File: config.mk
export PLATFORM = sky130hd
export DESIGN_NAME = lbist_engine
export DESIGN_NICKNAME = d
export VERILOG_FILES = /design/src/rtl/lbist_pkg.sv /design/src/rtl/lbist_engine_galois_shreg.sv /design/src/rtl/lbist_engine.sv
export SDC_FILE = /design/constraint.sdc
export NUM_CORES = 1
export LEC_CHECK = 0
export BUFFER_PORTS_ARGS = -buffer_cell sky130_fd_sc_hd__buf_2
export CAP_MARGIN = 10
export CORE_MARGIN = 2
export CORE_UTILIZATION = 55
export CTS_BUF_LIST = sky130_fd_sc_hd__clkbuf_4 sky130_fd_sc_hd__clkbuf_8
export DETAILED_ROUTE_END_ITERATION = 10
export GPL_TIMING_DRIVEN = 0
export PLACE_DENSITY = 0.78
export SLEW_MARGIN = 30
export SYNTH_ARGS = -nofsm -noshare
export SYNTH_HDL_FRONTEND = slang
export SYNTH_SLANG_ARGS = --single-unit
File: constraint.sdc
create_clock -name clk -period 7.1 [get_ports clk]
set_input_delay 1.42 -clock clk [delete_from_list [all_inputs] [get_ports clk]]
set_output_delay 1.42 -clock clk [all_outputs]
set_load 0.01 [all_outputs]
File: src/rtl/lbist_pkg.sv
// rtl/lbist_pkg.sv - shared state encoding, default constants and Galois step helper
package lbist_pkg;

  typedef enum logic [2:0] {IDLE, LOAD, RUN, CMP, DONE} state_t;

  // Widest register the step helper supports
  localparam int GS_MAX_W = 64;

  localparam logic [15:0] DEF_POLY = 16'hB400;
  localparam logic [15:0] DEF_SEED = 16'h0001;

  // One Galois shift: right shift, fold the polynomial in when the LSB drops out
  function automatic logic [GS_MAX_W-1:0] gstep(input logic [GS_MAX_W-1:0] s,
                                                input logic [GS_MAX_W-1:0] poly);
    gstep = (s >> 1) ^ (s[0] ? poly : {GS_MAX_W{1'b0}});
  endfunction

endpackage

File: src/rtl/lbist_engine_galois_shreg.sv
// rtl/lbist_engine_galois_shreg.sv - Galois shift register shared by the pattern generator and the MISR
module galois_shreg
  import lbist_pkg::*;
#(
  parameter int           W    = 16,
  parameter logic [W-1:0] POLY = W'(DEF_POLY),
  parameter logic [W-1:0] INIT = '0
) (
  input  logic         clk,
  input  logic         rst,
  input  logic         load_i,
  input  logic         en_i,
  input  logic [W-1:0] data_i,
  output logic [W-1:0] q_o
);

  logic [W-1:0] q_q, q_d;

  // Load wins over stepping; data_i is XORed into the stepped value (zero for the LFSR)
  always_comb begin
    q_d = q_q;
    if (load_i) begin
      q_d = INIT;
    end else if (en_i) begin
      q_d = W'(gstep(GS_MAX_W'(q_q), GS_MAX_W'(POLY))) ^ data_i;
    end
  end

  // State register, reset to the load value
  always_ff @(posedge clk) begin
    if (rst) begin
      q_q <= INIT;
    end else begin
      q_q <= q_d;
    end
  end

  assign q_o = q_q;

endmodule

File: src/rtl/lbist_engine.sv
// rtl/lbist_engine.sv - logic-BIST session controller: LFSR patterns, MISR compaction, golden compare
module lbist_engine
  import lbist_pkg::*;
#(
  parameter int                PI_W      = 6,
  parameter int                PO_W      = 1,
  parameter int                LFSR_W    = 16,
  parameter logic [LFSR_W-1:0] LFSR_POLY = LFSR_W'(DEF_POLY),
  parameter logic [LFSR_W-1:0] SEED      = LFSR_W'(DEF_SEED),
  parameter int                MISR_W    = 16,
  parameter logic [MISR_W-1:0] MISR_POLY = MISR_W'(DEF_POLY),
  parameter int                CNT_W     = 16
) (
  input  logic              clk,
  input  logic              rst,
  input  logic              start,
  input  logic [CNT_W-1:0]  num_patterns,
  input  logic [MISR_W-1:0] golden_sig,
  output logic [PI_W-1:0]   pattern_o,
  output logic              pattern_valid,
  input  logic [PO_W-1:0]   response_i,
  output logic              busy,
  output logic              done,
  output logic              pass,
  output logic [MISR_W-1:0] signature
);

  // Reject configurations the datapath cannot honour
  if (SEED == '0) begin : g_bad_seed
    $error("lbist_engine: SEED must be non-zero");
  end
  if (PI_W > LFSR_W || PO_W > MISR_W) begin : g_bad_width
    $error("lbist_engine: PI_W/PO_W exceed LFSR_W/MISR_W");
  end
  if (LFSR_W > GS_MAX_W || MISR_W > GS_MAX_W) begin : g_too_wide
    $error("lbist_engine: register wider than the step helper");
  end

  state_t            state_q;
  logic [CNT_W-1:0]  cnt_q, num_q;
  logic [MISR_W-1:0] golden_q, misr_q;
  logic [LFSR_W-1:0] lfsr_q;
  logic              pass_q, done_q, busy_q, valid_q;
  logic              step_en, reload;
  logic              lfsr_unused;

  assign reload  = (state_q == LOAD);
  assign step_en = (state_q == RUN);

  galois_shreg #(.W(LFSR_W), .POLY(LFSR_POLY), .INIT(SEED)) u_lfsr (
    .clk    (clk),
    .rst    (rst),
    .load_i (reload),
    .en_i   (step_en),
    .data_i ({LFSR_W{1'b0}}),
    .q_o    (lfsr_q)
  );

  galois_shreg #(.W(MISR_W), .POLY(MISR_POLY), .INIT({MISR_W{1'b0}})) u_misr (
    .clk    (clk),
    .rst    (rst),
    .load_i (reload),
    .en_i   (step_en),
    .data_i (MISR_W'(response_i)),
    .q_o    (misr_q)
  );

  // LFSR bits above the CUT input width only feed the sequence itself
  assign lfsr_unused = ^(lfsr_q >> PI_W);

  // Session FSM with pattern counter, latched operands and registered status outputs
  always_ff @(posedge clk) begin
    if (rst) begin
      state_q  <= IDLE;
      cnt_q    <= '0;
      num_q    <= '0;
      golden_q <= '0;
      pass_q   <= 1'b0;
      done_q   <= 1'b0;
      busy_q   <= 1'b0;
      valid_q  <= 1'b0;
    end else begin
      case (state_q)
        IDLE, DONE: begin
          if (start) begin
            num_q    <= num_patterns;
            golden_q <= golden_sig;
            done_q   <= 1'b0;
            pass_q   <= 1'b0;
            busy_q   <= 1'b1;
            state_q  <= LOAD;
          end
        end
        LOAD: begin
          cnt_q <= num_q;
          if (num_q == '0) begin
            state_q <= CMP;
          end else begin
            valid_q <= 1'b1;
            state_q <= RUN;
          end
        end
        RUN: begin
          cnt_q <= cnt_q - CNT_W'(1);
          if (cnt_q == CNT_W'(1)) begin
            valid_q <= 1'b0;
            state_q <= CMP;
          end
        end
        CMP: begin
          pass_q  <= (misr_q == golden_q);
          done_q  <= 1'b1;
          busy_q  <= 1'b0;
          state_q <= DONE;
        end
        default: state_q <= IDLE;
      endcase
    end
  end

  assign pattern_o     = lfsr_q[PI_W-1:0];
  assign pattern_valid = valid_q;
  assign busy          = busy_q;
  assign done          = done_q;
  assign pass          = pass_q;
  assign signature     = misr_q;

endmodule

; Word-level counts from Yosys, hierarchy flattened
; Index checks and enable logic that the tools add are counted.
[op_classes]
n_addsub = 1
n_eq_ne = 9
mux = 15
n_bitwise = 3
n_reduce_logical = 10
[ops]
columns = op, count
row1 = $mux 16, 2
row2 = $pmux 16 s2, 1
row3 = $xor 15x16->16, 2
row4 = $eq 16x1->1 const B, 1
row5 = $eq 16x16->1, 1
row6 = $logic_not 16->1, 1
row7 = $sub 16x1->16 const B, 1
row8 = $xor 16x1->16, 1
row9 = $pmux 3 s4, 1
row10 = $pmux 1 s2, 4
row11 = $eq 3x2->1 const B, 2
row12 = $mux 3, 2
row13 = $reduce_and 2->1, 3
row14 = $mux 1, 5
row15 = $ne 2x2->1 const B, 2
row16 = $reduce_bool 2->1, 2
row17 = $reduce_or 2->1, 2
row18 = $eq 3x1->1 const B, 1
row19 = $eq 3x3->1 const B, 1
row20 = $logic_not 3->1, 1
row21 = $reduce_and 3->1, 1
row22 = $ne 2x1->1 const B, 1
[totals]
reg_bits = 87
out_inout_bits = 26
wordCells = 48

; Depth between registers and ports, before layout
[depth]
word_depth = 4
ltp_mapped = 6
mapped_depth_nobuf = 6

; Modules after synthesis
; From an unflattened synthesis, not the netlist that was laid out.
[hier_totals]
hier_cells = 475
hier_area_um2 = 4179.0
[modules_own_cells]
columns = mod, instances, cells_per_inst, area_per_inst_um2
row1 = lbist_engine, 1, 332, 2608.8
row2 = galois_shreg at u_lfsr, 1, 72, 787.0
row3 = galois_shreg at u_misr, 1, 71, 783.3

; Least setup slack after synthesis
; OpenSTA, ideal clock, no wires.
[synth_timing]
path_kind = input to register
from = input start
to = register pass_q (netlist: pass)
setup_ps = 122
t_arrival_ps = 2255
setup_slack_ps = 4724
path_stages = 6
path_buffers = 2
cell_sequence = nand2b_1 or2_2 clkbuf_1 clkbuf_1 nand4b_1 o21ai_0
[synth_via]
elab_chain_cells = 2
[synth_rtl]
columns = element, line_no
row1 = from (decl), lbist_engine.sv:16  ; input logic start,
row2 = $ne 2x2->1 (no line), n/a
row3 = $reduce_and 2->1 (no line), n/a
row4 = to (signal assigned), lbist_engine.sv:111  ; pass_q <= (misr_q == golden_q);
row5 = to (decl), lbist_engine.sv:43  ; logic pass_q, done_q, busy_q, valid_q;
; Every way passes these cells.
; A chain may end at the register's enable or synchronous reset.

; Worst setup path in the final report
[layout_timing]
from = register state_q[1]
to = register cnt_q[11]
[layout_via]
elab_chain_cells = 2
elab_cells_between_ends = 4
classes_between = eq/ne: 2 / mux: 1 / reduce/logical: 1
[layout_rtl]
columns = element, line_no
row1 = from (decl), lbist_engine.sv:39  ; state_t state_q;
row2 = from (signal assigned), lbist_engine.sv:74  ; state_q <= IDLE;
row3 = from (signal assigned), lbist_engine.sv:91  ; state_q <= LOAD;
row4 = from (signal assigned), lbist_engine.sv:97  ; state_q <= CMP;
row5 = $eq 3x2->1 / $eq 3x1->1 (equally long branches), lbist_engine.sv:83  ; case (state_q)
row6 = $pmux 16 s2 / $reduce_bool 2->1 (equally long branches), n/a
row7 = to (signal assigned), lbist_engine.sv:95  ; cnt_q <= num_q;
row8 = to (signal assigned), lbist_engine.sv:104  ; cnt_q <= cnt_q - CNT_W'(1);
row9 = to (decl), lbist_engine.sv:40  ; logic [CNT_W-1:0] cnt_q, num_q;
; Parallel ways exist; a longest one is shown, timed or not.

==> flow_summary.toml <==
[run_status]
status = "complete, no violations"

[worst_setup_path]
worstPathArrival_ns = 2.70
crit_type = "flop to flop"
cp-start-kind = "flop"
crit_fanout = 9
required_ns = 7.35
rr_startpoint = "state_q[1]"
worstSetupEndpointType = "flop"
regToRegEndpoint = "cnt_q[11]"
r2r_slack_ns = 4.65
ff2ff_path_depth = 6

[grt]
grtUsageTotal = 0.254
grt_pass1_vias = 3203
grt_start_max_net_pins = 15
antenna_found_initial = 0
grt_overflow = 0
grt_pass1_wl_um = 15000

[min_path]
min_path_cells = 2
hold_start = "u_lfsr.q_o[6]"
worstHoldEndpoint = "u_lfsr.q_o[5]"
hp-class = "flop to flop"

[logic_synthesis]
synth_top_cell_area_share = 0.468
syn_area_per_cell_um2 = 7.85
synth_edf_count = 0
ys_ff_latch = 87
netlist_top_cells_area = "dfxtp_1 47%, nand2_1 13%, a21oi_1 8.2%"
yosysMostFrequentCell = "nand2_1"
synthCells = 474
synth_fp_nets = 512
netlist_area_mm2 = 0.00372
synth_ff_type = "dfxtp_1"
yosys.area.top_type = "dfxtp_1"
seq_area_frac_synth = 0.468
synth.top_cells.by_count = "133 x nand2_1, 87 x dfxtp_1, 61 x a21oi_1"
async_flop_share = 0
yosysUniqueCellTypes = 39
yosysWarnings = 0

[timing]
period_share = 0.345
fin_ws_ns = 4.65
fin_hold_ws_ns = 0.452
period_needed_ns = 2.45
rsz0062_at_grt = "no"
hold_violations = 0
fmax_mhz = 408
final_max_slew_viol_count = 0
tightestPinTransition_ns = 0.702
clock_skew_ns = 0.00680
setup_viol = 0
max-slew-margin-rel = 0.531
finalSetupTns_ns = 0

[power_and_ir_drop]
pwr-share-seq = 0.402
clockPowerShare = 0.231
sw_frac_of_total = 0.395
p_int_uw = 1020
leakagePower_uw = 0.00173
vdd.ir_drop.worst_mv = 0.250
power_density_mw_per_mm2 = 388
power_frac_comb = 0.367
p_switching_uw = 666

[finish]
fin_nets = 584
antennaDiodeCount = 0
final_layout_size_suffix_gt1_frac = 0.164
fillerInstances = 550
synthToLayoutAreaGrowth_pct = 16.8
final_core_util = 0.673
fin_cells = 627

[clocking]
cts_setup_buffers = 0
cts.reportedPaths.clkPinSlew_ns = 0.09
clkSinkCount = 87
root_buffer = "clkbuf_8"
cts_made_buffers = 9
htree_num_levels = 3
cts_tree = "done"
cts_hold_buf = 0
clk_latency_ns = 0.35
ctsResizeCount = 0
clock_path_buffers = 2

[flow_run]
max-cap-violations = 0

[route]
wl_per_cell_um = 14.4
ant_nets = 0
drtPass1Iterations = 5
drc = 0
drt-initial-drc-count = 339
totalWireLength_um = 9030
vias = 3487
viasPerCell = 5.56

[placement]
gp_congestion = 0.898
dp_hpwl_um = 6600
dpl_worst_slack_ns = 4.38
numPortBuffers = 61
dp_cells = 612

[floorplan]
die_x_um = 86.2
coreArea_mm2 = 0.00646
initial_core_util = 0.576
io_pins = 62
fp.dieH_um = 86.2
std_cell_rows = 29
fp.dieArea_mm2 = 0.00743
cell families (layout without fill, tap and decap cells):
family,after synthesis,in the layout,share of synthesized area
AND/OR/NAND/NOR,217,217,0.258
AO/OA/AOI/OAI,103,103,0.162
flip-flops,87,87,0.468
buffers and inverters,41,117,0.0481
XOR/XNOR,24,24,0.0565
adder cells (fa/ha/maj),2,2,0.00673
sequential cells by signal, indices dropped and copies added, names as in the netlist:
name	count
golden_q	16
u_lfsr.q_o	16
pattern_valid	1
done	1
pass	1
state_q	3
num_q	16
busy	1
cnt_q	16
u_misr.q_o	16
routing by layer:
layer / share of wire / vias up / track usage
met5: 0 / - / 0
met4: 0.021 / 0 / 0.0980
met3: 0.064 / 16 / 0.0552
met2: 0.45 / 120 / 0.393
met1: 0.47 / 1591 / 0.351
li1: - / 1760 / -
final cells by class:
cell class                      count  area (um^2)  area share
Inverter                            3         11.3     0.00259
Clock inverter                      4         78.8      0.0181
Buffer                             38          168      0.0386
Timing Repair Buffer               61          305      0.0703
Sequential cell                    87         1740       0.401
Clock buffer                       11          145      0.0334
Tap cell                           77         96.3      0.0222
Multi-Input combinational cell    346         1800       0.414
worst max-delay path, stage by stage, from the launching register on:
cell and delay, ns:
dfxtp_1 0.45, or3b_1 0.36, buf_2 0.18, or4_1 0.50, clkbuf_2 0.17, or4_1 0.42, a32o_1 0.27
through the flow:
step           instance area [um^2]  total power, uW
2_1_floorplan                  3720             1120
3_3_place_gp                   4120             1280
3_5_place_dp                   4120             1290
4_1_cts                        4340             1680
5_1_grt                        4340             1800
6_report                       4340             1690
power by group through the flow:
stage                     clock network (uW)  logic, uW  registers (uW)
final                                    390        619             677
after global routing                     412        695             690
after CTS                                394        610             674
after detailed placement                   0        606             685
after global placement                     0        595             682
after floorplan                            0        458             663
how the worst max path moves through the flow:
stage          slack, ns      endpoint        from  cells after the start
2_1_floorplan       4.72          pass       start                      6
4_1_cts             4.66     cnt_q[11]  state_q[1]                      6
3_5_place_dp        4.38  golden_q[13]       start                      7
3_3_place_gp        4.40   golden_q[6]       start                      7
5_1_grt             4.56          pass       start                      7
6_report            4.65     cnt_q[11]  state_q[1]                      6
placed cells by master, fill, tap and decap left out, drive strengths merged, types with 2 or more instances in the layout:
cell type / count
nor2b: 4
o21ai: 6
nand3: 7
or3: 9
xnor2: 8
a22oi: 3
buf: 71
or2: 5
a21oi: 61
nor4: 10
nand4: 4
a31oi: 11
o211ai: 5
nor3b: 3
inv: 4
bufinv: 2
nor2: 26
dfxtp: 87
a211oi: 9
a221oi: 2
clkbuf: 39
nand2: 133
nor3: 8
ha: 2
xor2: 16
or4: 3
No activity file was read; power rests on OpenSTA's default activity.
